`src/rtl/frogger_frog_ctrl.sv`:
```
`default_nettype none
// ============================================================================
// frogger_frog_ctrl : per-frame frog motion, log carry, death/respawn, scoring
// Rev 1.0
// ============================================================================
module frogger_frog_ctrl #(
  parameter int START_X      = 312,
  parameter int START_Y      = 464,
  parameter int GOAL_Y       = 16,
  parameter int MAX_X        = 623,
  parameter int MAX_Y        = 464,
  parameter int STEP         = 16,
  parameter int HOP_FRAMES   = 4,
  parameter int DEATH_FRAMES = 60,
  parameter int LIVES_INIT   = 3
) (
  input  logic       Clk,
  input  logic       Reset_n,
  input  logic       frame_tick,
  input  logic [7:0] keycode,
  input  logic       hit,
  input  logic       on_log,
  input  logic [3:0] log_dx,
  output logic [9:0] frog_x,
  output logic [9:0] frog_y,
  output logic [1:0] lives,
  output logic [7:0] score,
  output logic [2:0] state,
  output logic       dead_flash
);

  typedef enum logic [2:0] {IDLE = 3'd0, HOP = 3'd1, DYING = 3'd2, GAMEOVER = 3'd3} state_t;
  typedef enum logic [1:0] {D_UP = 2'd0, D_DOWN = 2'd1, D_LEFT = 2'd2, D_RIGHT = 2'd3} dir_t;

  localparam int HCW = $clog2(HOP_FRAMES + 1);
  localparam int DCW = $clog2(DEATH_FRAMES);
  localparam logic signed [10:0] STEP_S  = 11'(STEP);
  localparam logic signed [10:0] HSTEP_S = 11'(STEP / HOP_FRAMES);
  localparam logic signed [10:0] MAX_X_S = 11'(MAX_X);
  localparam logic signed [10:0] MAX_Y_S = 11'(MAX_Y);
  localparam logic signed [10:0] GOAL_S  = 11'(GOAL_Y);
  localparam logic [HCW-1:0] HOP_LAST   = HCW'(HOP_FRAMES);
  localparam logic [DCW-1:0] DEATH_LAST = DCW'(DEATH_FRAMES - 1);

  state_t         cur_state, nxt_state;
  dir_t           dir_q, nxt_dir, key_dir, step_dir;
  logic [9:0]     x_q, y_q, nxt_x, nxt_y;
  logic [1:0]     lives_q, nxt_lives;
  logic [7:0]     score_q, nxt_score, prev_key, nxt_prev;
  logic [HCW-1:0] hop_cnt, nxt_hop_cnt, hop_inc;
  logic [DCW-1:0] death_cnt, nxt_death_cnt;

  logic signed [10:0] cur_x, cur_y, drift_x, base_x, tgt_x, tgt_y, step_bx, step_x, step_y;
  logic key_is_dir, key_edge, drift_bad, tgt_ok;

  assign cur_x     = {1'b0, x_q};
  assign cur_y     = {1'b0, y_q};
  assign drift_x   = cur_x + {{7{log_dx[3]}}, log_dx};
  assign drift_bad = drift_x[10] || (drift_x > MAX_X_S);
  // A key arriving with drift is judged against the already-drifted x
  assign base_x    = on_log ? drift_x : cur_x;
  assign key_edge  = (keycode != prev_key);
  assign hop_inc   = hop_cnt + HCW'(1);
  assign step_dir  = (cur_state == HOP) ? dir_q : key_dir;
  assign step_bx   = (cur_state == HOP) ? cur_x : base_x;

  always_comb begin
    key_is_dir = 1'b1;
    key_dir    = D_UP;
    case (keycode)
      8'h1A:   key_dir = D_UP;
      8'h16:   key_dir = D_DOWN;
      8'h04:   key_dir = D_LEFT;
      8'h07:   key_dir = D_RIGHT;
      default: key_is_dir = 1'b0;
    endcase
  end

  always_comb begin
    tgt_x  = base_x;
    tgt_y  = cur_y;
    step_x = step_bx;
    step_y = cur_y;
    case (key_dir)
      D_UP:    tgt_y = cur_y - STEP_S;
      D_DOWN:  tgt_y = cur_y + STEP_S;
      D_LEFT:  tgt_x = base_x - STEP_S;
      default: tgt_x = base_x + STEP_S;
    endcase
    case (step_dir)
      D_UP:    step_y = cur_y - HSTEP_S;
      D_DOWN:  step_y = cur_y + HSTEP_S;
      D_LEFT:  step_x = step_bx - HSTEP_S;
      default: step_x = step_bx + HSTEP_S;
    endcase
  end

  assign tgt_ok = !tgt_x[10] && (tgt_x <= MAX_X_S) && (tgt_y >= GOAL_S) && (tgt_y <= MAX_Y_S);

  always_comb begin
    nxt_state     = cur_state;
    nxt_dir       = dir_q;
    nxt_x         = x_q;
    nxt_y         = y_q;
    nxt_lives     = lives_q;
    nxt_score     = score_q;
    nxt_prev      = prev_key;
    nxt_hop_cnt   = hop_cnt;
    nxt_death_cnt = death_cnt;
    if (frame_tick) begin
      nxt_prev = keycode;
      case (cur_state)
        IDLE: begin
          if (hit) begin
            nxt_state     = DYING;
            nxt_death_cnt = '0;
          end else if (on_log && drift_bad) begin
            nxt_state     = DYING;
            nxt_death_cnt = '0;
          end else begin
            nxt_x = base_x[9:0];
            // The accepting tick already performs the first hop step
            if (key_edge && key_is_dir && tgt_ok) begin
              nxt_state   = HOP;
              nxt_dir     = key_dir;
              nxt_x       = step_x[9:0];
              nxt_y       = step_y[9:0];
              nxt_hop_cnt = HCW'(1);
            end
          end
        end
        HOP: begin
          if (hit) begin
            nxt_state     = DYING;
            nxt_death_cnt = '0;
            nxt_hop_cnt   = '0;
          end else begin
            nxt_x       = step_x[9:0];
            nxt_y       = step_y[9:0];
            nxt_hop_cnt = hop_inc;
            if (hop_inc == HOP_LAST) begin
              nxt_state   = IDLE;
              nxt_hop_cnt = '0;
              if (step_y == GOAL_S) begin
                nxt_score = (score_q == 8'hFF) ? score_q : score_q + 8'd1;
                nxt_x     = 10'(START_X);
                nxt_y     = 10'(START_Y);
              end
            end
          end
        end
        DYING: begin
          if (death_cnt == DEATH_LAST) begin
            nxt_death_cnt = '0;
            nxt_lives     = lives_q - 2'd1;
            if (lives_q == 2'd1) begin
              nxt_state = GAMEOVER;
            end else begin
              nxt_state = IDLE;
              nxt_x     = 10'(START_X);
              nxt_y     = 10'(START_Y);
            end
          end else begin
            nxt_death_cnt = death_cnt + DCW'(1);
          end
        end
        GAMEOVER: begin
          if (key_edge && (keycode == 8'h28)) begin
            nxt_state = IDLE;
            nxt_lives = 2'(LIVES_INIT);
            nxt_score = '0;
            nxt_x     = 10'(START_X);
            nxt_y     = 10'(START_Y);
          end
        end
        default: nxt_state = IDLE;
      endcase
    end
  end

  always_ff @(posedge Clk or negedge Reset_n) begin
    if (!Reset_n) begin
      cur_state <= IDLE;
      dir_q     <= D_UP;
      x_q       <= 10'(START_X);
      y_q       <= 10'(START_Y);
      lives_q   <= 2'(LIVES_INIT);
      score_q   <= '0;
      prev_key  <= '0;
      hop_cnt   <= '0;
      death_cnt <= '0;
    end else begin
      cur_state <= nxt_state;
      dir_q     <= nxt_dir;
      x_q       <= nxt_x;
      y_q       <= nxt_y;
      lives_q   <= nxt_lives;
      score_q   <= nxt_score;
      prev_key  <= nxt_prev;
      hop_cnt   <= nxt_hop_cnt;
      death_cnt <= nxt_death_cnt;
    end
  end

  assign frog_x     = x_q;
  assign frog_y     = y_q;
  assign lives      = lives_q;
  assign score      = score_q;
  assign state      = cur_state;
  assign dead_flash = (cur_state == DYING);

endmodule
`default_nettype wire

```
`config.mk`:
```
export PLATFORM = sky130hd
export DESIGN_NAME = frogger_frog_ctrl
export DESIGN_NICKNAME = d
export VERILOG_FILES = /design/src/rtl/frogger_frog_ctrl.sv
export SDC_FILE = /design/constraint.sdc
export NUM_CORES = 1
export LEC_CHECK = 0
export CORE_MARGIN = 2
export CORE_UTILIZATION = 59
export DETAILED_ROUTE_END_ITERATION = 10
export PLACE_DENSITY = 0.91
export SYNTH_ARGS = -nofsm -noshare
export SYNTH_HDL_FRONTEND = slang
export SYNTH_SLANG_ARGS = --single-unit
```
`constraint.sdc`:
```
create_clock -name Clk -period 5.2 [get_ports Clk]
set_input_delay 0.52 -clock Clk [delete_from_list [all_inputs] [get_ports Clk]]
set_output_delay 0.52 -clock Clk [all_outputs]
set_load 0.005 [all_outputs]
```
# Yosys cells after proc, flatten, opt, wreduce, memory -nomap -nowiden
# Cells that the tools add are included.
[totals] ff_bits=52 input_bits=17 out_inout_bits=34 word_cells=145
[classes] add_sub_neg=13 magnitude_cmp=4 eq_ne=32 muxes=57 n_bitwise=2 n_reduce_logical=28
[ops] op="$mux W10" count=19
[ops] op="$pmux W10 S4" count=2
[ops] op="$pmux W11 S2" count=3
[ops] op="$mux W8" count=5
[ops] op="$mux W3" count=11
[ops] op="$mux W6" count=4
[ops] op="$pmux W10 S2" count=1
[ops] op="$pmux W6 S3" count=1
[ops] op="$eq A8 B3 Y1 const B" count=2
[ops] op="$eq A8 B5 Y1 const B" count=2
[ops] op="$ne A2 B2 Y1 const B" count=8
[ops] op="$pmux W8 S2" count=1
[ops] op="$reduce_and A5 Y1" count=3
[ops] op="$pmux W3 S4" count=1
[ops] op="$add A10 B11 Y11" count=1
[ops] op="$add A10 B3 Y11 const B" count=1
[ops] op="$add A10 B5 Y11 const B" count=1
[ops] op="$add A11 B6 Y11 const B" count=1
[ops] op="$eq A11 B6 Y1 const B" count=1
[ops] op="$ge A11 B6 Y1 const B" count=1
[ops] op="$gt A11 B11 Y1 const B" count=1
[ops] op="$le A11 B10 Y1 const B" count=1
[ops] op="$le A11 B11 Y1 const B" count=1
[ops] op="$mux W11" count=1
[ops] op="other kinds (42)" count=63

# Longest topological paths before layout
# Gate-level depths: netlist of the first run.
[logic_depth] word_depth=14 ltp_mapped=20 ltp_nobuf=18

# Worst setup path before layout of the first run
# OpenSTA, ideal clock, no wires.
[synth_path] path_type="in2reg" startpoint="input port keycode[0]" endpoint="register score_q[0] (netlist: score[0])" setup_time_ps=128 arrival_ps=4635 required_ps=5072 path_slack_ps=438 stages=18 n_path_buf=3 path_cell_list="clkbuf_1 -> xnor2_1 -> nand4b_1 -> o21a_1 -> clkbuf_1 -> nand2_1 -> inv_1 -> fa_1 -> nand2b_1 -> a21oi_1 -> nor3_1 -> o31ai_1 -> xnor2_1 -> o41a_1 -> o32a_1 -> or2_1 -> clkbuf_1 -> mux2_1"
[synth_between] elab_chain_len=8 elab_cells_between_ends=15 classes_between="9 x eq/ne; 3 x mux; 3 x reduce/logical"
[synth_rtl] element="start: declaration" line="20" text="input logic [7:0] keycode,"
[synth_rtl] element="$eq A8 B3 Y1 or $eq A8 B5 Y1 (tied branches)" line="70" text="case (keycode)"
[synth_rtl] element="$pmux W2 S3" line="70"
[synth_rtl] element="$mux W2" line="64" text="assign step_dir = (cur_state == HOP) ? dir_q : key_dir;"
[synth_rtl] element="$eq A2 B1 Y1 or $logic_not A2 Y1 (tied branches)" line="90" text="case (step_dir)"
[synth_rtl] element="$pmux W11 S2" line="90"
[synth_rtl] element="$eq A11 B6 Y1" line="144" text="if (step_y == GOAL_S) begin"
[synth_rtl] element="$ne A2 B1 Y1 (no line)"
[synth_rtl] element="$reduce_and A7 Y1 (no line) (*)"
[synth_rtl] element="end signal: assignment" line="198" text="score_q <= nxt_score;"
[synth_rtl] element="end: declaration" line="49" text="logic [7:0] score_q, nxt_score, prev_key, nxt_prev;"
# Every way passes the cells marked *; elsewhere a longest branch is shown, timed or not.
# A chain may end at the register's enable or synchronous reset.

# Final worst setup path of the first run
[layout_path] startpoint="input port log_dx[3]" endpoint="register hop_cnt[1]"
[layout_between] elab_chain_len=11 elab_cells_between_ends=17 classes_between="3 x add/sub; 2 x order compare; 2 x eq/ne; 2 x mux; 8 x reduce/logical"
[layout_rtl] element="start: declaration" line="23" text="input logic [3:0] log_dx,"
[layout_rtl] element="$add A10 B11 Y11 (*)" line="58" text="assign drift_x = cur_x + {{7{log_dx[3]}}, log_dx};"
[layout_rtl] element="$mux W11" line="61" text="assign base_x = on_log ? drift_x : cur_x;"
[layout_rtl] element="$add A11 B6 Y11 or $sub A11 B6 Y11 (tied branches)" line="88, 87"
[layout_rtl] element="$pmux W11 S2" line="84" text="case (key_dir)"
[layout_rtl] element="$le A11 B11 Y1 or $logic_not A1 Y1 (tied branches)" line="98" text="assign tgt_ok = !tgt_x[10] && (tgt_x <= MAX_X_S) && (tgt_y >= GOAL_S) && (tgt_y <= MAX_Y_S);"
[layout_rtl] element="$logic_and A1 B1 Y1 (3 in a row)" line="98"
[layout_rtl] element="$logic_and A1 B1 Y1" line="123" text="if (key_edge && key_is_dir && tgt_ok) begin"
[layout_rtl] element="$ne A2 B2 Y1 (no line)"
[layout_rtl] element="$reduce_and A5 Y1 (no line) (*)"
[layout_rtl] element="end signal: assignment" line="200" text="hop_cnt <= nxt_hop_cnt;"
[layout_rtl] element="end: declaration" line="50" text="logic [HCW-1:0] hop_cnt, nxt_hop_cnt, hop_inc;"
# Marks and branches as above.

==> out/results.ini, run 1 <==
[clock_tree]
path_clk_slew_ns = 0.11
cts.sink_count = 49
cts_buffers = 5
cts_root_buf = clkbuf_8
cts_tree = built
hold_buffers = 0
clockBufferDepth = 2
insertion_delay_ns = 0.32
htreeDepth = 2

[drt]
final_antenna_net_count = 0
vias = 5505
route.detailed.drc = 0
avgRoutedWirePerCell_um = 18.5
viasPerCell = 6.84
dr.first_iter.drc_count = 442
wl_um = 14900
dr.pass1.iters = 6

[final_layout]
final_cells = 805
final_cell_mix = nand2_1 (60), clkdlybuf4s50_1 (46), o21ai_0 (45)
final_common_cell = nand2_1
seqCellArea_sq_um = 1240
area_growth_pct = 16.6
drive_gt1_frac = 0.119
multi_input_area_sq_um = 3780
utilization = 0.704
final_nets = 760
num_antenna_cells = 0
fillCellCount = 683

[run]
maxCapViolCount = 0

[worst_setup_path]
crit_top_cell = ha_1
critical_path_class = in2reg
crit_family = compound AO/OA/AOI/OAI gates
cp_slowest_stage_delay_ns = 0.60
crit_chain = clkdlybuf4s50_1 -> ha_1 -> and2_4 -> a221o_1 -> or3_1 -> a31o_1 -> ha_1 -> a211oi_1 -> xor2_1 -> and2_1 -> o221ai_1 -> o311ai_0 -> buf_4 -> o211ai_1 -> or4b_1 -> a21boi_2 -> mux2i_1
path_max_fanout = 6
r2r_slack_ns = 0.29
worstPathRequired_ns = 5.45
crit_slowest_cell = or4b_1
path_buf_inv = 2
cp-end-kind = flop
critPathArrivalTime_ns = 5.33
critPathLaunchType = input pin

[floorplanning]
die_h_um = 98.2
start_util = 0.604
fp.dieW_um = 98.2
fp-row-count = 34
dieArea_sq_um = 9650
ios = 51
core_area_sq_um = 8680

[yosys]
synth_cells = 635
ys_async_sr_fraction = 1.00
synthTopCellsByArea = dfrtp_1 (19%), ha_1 (10%), dfstp_2 (5.0%)
postSynthAreaPerCell_sq_um = 8.25
synth_area_sq_um = 5240
yosys_register_bits = 49
synth_top_area_cell = dfrtp_1
ys_seq_area_frac = 0.237
ys.flop_type = dfrtp_1
netlist.area_leader.share = 0.186
yosys_warnings = 0
ys_types = 77
synth_edf_count = 0

[sta]
slew_viol_final = 0
worstMarginPinSlew_ns = 1.11
hold_viol = 0
fin_worst_skew_ns = 0.0107
fin_crit_sh = 0.978
final-setup-viol-count = 0
finalCriticalPeriod_ns = 5.09
clock.fmax_mhz = 197
slew_headroom = 0.261

[grt]
antenna_found_initial = 0
grt_max_degree = 50
first_global_vias = 5288
overflow = 0
grt_util_all_layers = 0.310
grt_pass1_wl_um = 25100

[pwr]
ir_worst_vdd_mv = 0.331
power_density_nw_per_um2 = 513
p_leak_nw = 2.66

[placement]
placed_cells = 797
place_congestion = 0.964
dpl.hpwl_um = 11200
numPortBuffers = 47

[min_path]
hold_path_class = in2async

[run_status]
outcome = complete, no violations

## per-stage QoR
stage          hold WS [ns]  worst slack [ns]  power [mW]  setup TNS [ns]  area (sq um)
2_1_floorplan         0.224             0.438        2.05               0          5250
3_3_place_gp          0.467             0.132        2.65               0          5970
3_5_place_dp          0.489            -0.108        2.74          -0.165          5970
4_1_cts               0.433             0.193        3.06               0          6080
5_1_grt               0.491           -0.0780        3.35          -0.147          6110
6_report              0.393             0.115        3.13               0          6110
## path summary, 6_finish.rpt
path | startpoint | end | cells after the start
worst max-delay path | log_dx[3] | hop_cnt[1] | 17
worst min register to register | death_cnt[5] | death_cnt[5] | 1
min in group Clk | death_cnt[5] | death_cnt[5] | 1
max in group asynchronous | Reset_n | frog_y[9] | 1
worst min-delay path | Reset_n | score[5] | 1
worst max register to register | frog_x[5] | hop_cnt[1] | 16
## repair_timing
item,in CTS,in global routing
gates resized for setup,0,6
buffers inserted,0,0
endpoints found under the setup margin,0,11
## synth_stat cells, drive strengths merged (4+ instances only)
| master | instances |
|---|---|
| nand2b | 6 |
| a211oi | 10 |
| nand3 | 19 |
| o31ai | 10 |
| xor2 | 18 |
| inv | 31 |
| nor2b | 11 |
| a21o | 12 |
| ha | 42 |
| xnor2 | 16 |
| dfrtp | 39 |
| or3 | 9 |
| o21ai | 47 |
| nand4 | 11 |
| buf | 5 |
| mux2 | 19 |
| o21bai | 8 |
| nor4 | 10 |
| clkbuf | 23 |
| o311ai | 6 |
| o211ai | 18 |
| and2 | 6 |
| o41ai | 7 |
| nor3 | 10 |
| and3 | 6 |
| mux2i | 11 |
| a221o | 4 |
| dfstp | 10 |
| or2 | 4 |
| nor2 | 38 |
| fa | 5 |
| o21a | 6 |
| nand4b | 4 |
| a21oi | 33 |
| nand2 | 60 |
| o2111ai | 5 |
| a31oi | 4 |
## metal layers
| metal | part of all wire | wire length (um) | vias to the layer above | global-route usage |
|---|---|---|---|---|
| met5 | 0 | 0 | - | 0 |
| met4 | 0.031 | 465 | 0 | 0.119 |
| met3 | 0.075 | 1110 | 51 | 0.0616 |
| met2 | 0.47 | 7020 | 278 | 0.514 |
| met1 | 0.42 | 6310 | 2653 | 0.403 |
| li1 | - | - | 2523 | - |
## where the power goes
group / internal (mW) / switching (mW)
logic: 0.954 / 1.22
clock network: 0.145 / 0.149
registers: 0.506 / 0.158
total: 1.60 / 1.53
## layout make-up
| type | instances | share of cell area |
|---|---|---|
| clock buffers | 5 | 0.0113 |
| well taps | 108 | 0.0221 |
| flip-flops and latches | 49 | 0.203 |
| inverters | 33 | 0.0203 |
| clock inverters | 3 | 0.00717 |
| repair buffers | 80 | 0.117 |
| multi-input cells | 527 | 0.620 |
## sequential cells by signal (all words and copies together), names as in the netlist
name and count:
frog_x 10, prev_key 8, death_cnt 6, dir_q 2, hop_cnt 3, score 8, lives 2, frog_y 8
state 2
## kinds of logic (layout without fill, tap and decap cells)
logic type	Yosys count	count (layout)	share of synthesized area
compound gates	207	207	0.276
xor+xnor	34	34	0.0569
fa+ha+maj	47	47	0.119
buf+inv	61	121	0.0475
flops	49	49	0.237
mux	30	30	0.0626
other cells	1	3	0.000716
simple gates	206	206	0.200
Power figures use the tool's default switching activity.
==> run 2: changes to the inputs <==
CORE_ASPECT_RATIO = 1.5   (was not set)
==> out/results.ini, run 2 (synthesized netlist as in run 1, its figures left out) <==
[grt]
overflow = 0  ; unchanged
met3_usage = 0.0583  ; was 0.0616
first_global_vias = 5624  ; was 5288
grt_use_met1 = 0.360  ; was 0.403
grt_util_met2 = 0.593  ; was 0.514
grt_max_degree = 50  ; unchanged
grt_util_all_layers = 0.339  ; was 0.310
grt.busiest_layer = met2  ; unchanged
antenna_found_initial = 0  ; unchanged
grt_pass1_wl_um = 26000  ; was 25100 um

[sta]
final-setup-viol-count = 0  ; unchanged
rsz0062_at_grt = false
slew_headroom = 0.434  ; was 0.261
slew_viol_final = 0  ; unchanged
fin_worst_skew_ns = 0.00924  ; was 0.0107 ns
clock.fmax_mhz = 202  ; was 197 MHz
fin_crit_sh = 0.951  ; was 0.978
hold_viol = 0  ; unchanged
hold_ws_ns = 0.327  ; was 0.393 ns
finalCriticalPeriod_ns = 4.95  ; was 5.09 ns
worstMarginPinSlew_ns = 0.841  ; was 1.11 ns

[final_layout]
area_growth_pct = 18.5  ; was 16.6%
num_antenna_cells = 0  ; unchanged
final_area_sq_um = 6200  ; was 6110 sq um
final_cells = 814  ; was 805
drive_gt1_frac = 0.128  ; was 0.119
final_common_cell = nand2_1  ; unchanged
final_cell_mix = nand2_1 (60), clkdlybuf4s50_1 (46), o21ai_0 (45)  ; unchanged
final_nets = 767  ; was 760
largest_reg_flops = 10  ; unchanged

[worst_setup_path]
critPathLaunchType = input pin  ; unchanged
cp-startpoint = log_dx[3]  ; unchanged
path_buf_inv = 4  ; was 2
r2r_start = frog_x[4]  ; was frog_x[5]
crit_slowest_cell = clkdlybuf4s50_1  ; was or4b_1
crit_chain = clkdlybuf4s50_1 -> ha_1 -> buf_4 -> a221o_1 -> or3_1 -> a31o_1 -> ha_1 -> a211oi_1 -> xor2_1 -> and2_1 -> o221ai_1 -> o311ai_0 -> buf_4 -> o211ai_1 -> o31a_1 -> buf_4 -> o21ai_0 -> o41ai_2  ; was clkdlybuf4s50_1 -> ha_1 -> and2_4 -> a221o_1 -> or3_1 -> a31o_1 -> ha_1 -> a211oi_1 -> xor2_1 -> and2_1 -> o221ai_1 -> o311ai_0 -> buf_4 -> o211ai_1 -> or4b_1 -> a21boi_2 -> mux2i_1
path_max_fanout = 8  ; was 6
cp_slowest_stage_delay_ns = 0.47  ; was 0.60 ns
crit_top_cell = buf_4  ; was ha_1
worstPathRequired_ns = 5.35  ; was 5.45 ns
critPathArrivalTime_ns = 5.10  ; was 5.33 ns
crit_family = compound AO/OA/AOI/OAI gates  ; unchanged
cp-end-kind = flop  ; unchanged
critical_path_class = in2reg  ; unchanged

[floorplanning]
dieArea_sq_um = 9660  ; was 9650 sq um
fp-row-count = 42  ; was 34
die_h_um = 119  ; was 98.2 um
start_util = 0.600  ; was 0.604
fp.dieW_um = 80.9  ; was 98.2 um
ios = 51  ; unchanged
core_area_sq_um = 8720  ; was 8680 sq um

[placement]
postPlaceCellArea_sq_um = 6020  ; was 5970 sq um
placed_cells = 805  ; was 797
numPortBuffers = 47  ; unchanged
place_congestion = 0.948  ; was 0.964
dpl.hpwl_um = 12200  ; was 11200 um

[drt]
dr.first_iter.drc_count = 426  ; was 442
final_antenna_net_count = 0  ; unchanged
vias = 5537  ; was 5505
dr.pass1.iters = 6  ; unchanged
wl_um = 16000  ; was 14900 um
viasPerCell = 6.80  ; was 6.84
avgRoutedWirePerCell_um = 19.7  ; was 18.5 um
route.detailed.drc = 0  ; unchanged

[clock_tree]
clockBufferDepth = 2  ; unchanged
cts_buffers = 5  ; unchanged
cts.sink_count = 49  ; unchanged
hold_buffers = 0  ; unchanged
cts_tree = built  ; unchanged
insertion_delay_ns = 0.30  ; was 0.32 ns
cts_root_buf = clkbuf_16  ; was clkbuf_8
htreeDepth = 2  ; unchanged
path_clk_slew_ns = 0.07  ; was 0.11 ns

[pwr]
pwr-share-clk = 0.105  ; was 0.094
pwr-share-comb = 0.687  ; was 0.694
total_power_mw = 3.24  ; was 3.13 mW
power_density_nw_per_um2 = 522  ; was 513 nW/um^2
p_seq_frac = 0.208  ; was 0.212
p_int_mw = 1.67  ; was 1.60 mW
swShare = 0.484  ; was 0.488
p_leak_nw = 2.71  ; was 2.66 nW
ir_worst_vdd_mv = 0.296  ; was 0.331 mV
p_sw_mw = 1.57  ; was 1.53 mW

[run_status]
outcome = complete, no violations  ; unchanged

[run]
maxCapViolCount = 0  ; unchanged

[min_path]
hold_path_class = in2async  ; unchanged

## run 2: cell count changes in the layout (fill, tap and decap cells not counted), sizes merged
cell	before	now
bufinv	1	0
inv	32	31
clkinvlp	0	1
clkinv	3	2
buf	34	41
clkbuf	5	7
## run 2: layout make-up
cell class / count / area, sq um
inverters: 33 / 124
flip-flops and latches: 49 / 1240
clock inverters: 1 / 7.51
multi-input cells: 527 / 3790
clock buffers: 7 / 143
fillers: 687 / 2520
well taps: 110 / 138
repair buffers: 87 / 766
## run 2: routing by layer
metal	part of all wire	up-vias
li1	-	2532
met1	0.35	2639
met2	0.52	269
met3	0.054	97
met4	0.068	0
met5	0	-
## run 2: path summary, 6_finish.rpt
path	end	slack, ns	depth (start not counted)
worst max-delay path	frog_y[9]	0.25	18
worst min-delay path	score[0]	0.33	2
worst max register to register	frog_y[9]	0.42	17
worst min register to register	death_cnt[5]	0.50	1
max in group asynchronous	dir_q[0]	4.44	2
min in group Clk	death_cnt[5]	0.50	1
## run 2: power groups by stage
stage | logic, mW | clock network [mW] | registers [mW]
3_3_place_gp | 2.02 | 0 | 0.657
6_report | 2.23 | 0.341 | 0.673
5_1_grt | 2.41 | 0.354 | 0.681
3_5_place_dp | 2.12 | 0 | 0.666
2_1_floorplan | 1.43 | 0 | 0.619
4_1_cts | 2.15 | 0.339 | 0.663
## run 2: what timing repair did
action / 4_1_cts / 5_1_grt
resized for setup: 0 / 7
setup endpoints to repair: 0 / 17
buffers inserted: 0 / 1
## run 2: metrics by stage
stage / setup TNS, ns / util / setup slack (ns)
after CTS: 0 / 0.707 / 0.0900
after detailed placement: -0.617 / 0.690 / -0.118
after global placement: -0.0880 / 0.690 / -0.0537
final: 0 / 0.711 / 0.254
after global routing: 0 / 0.711 / 0.0224
after floorplan: 0 / - / 0.438
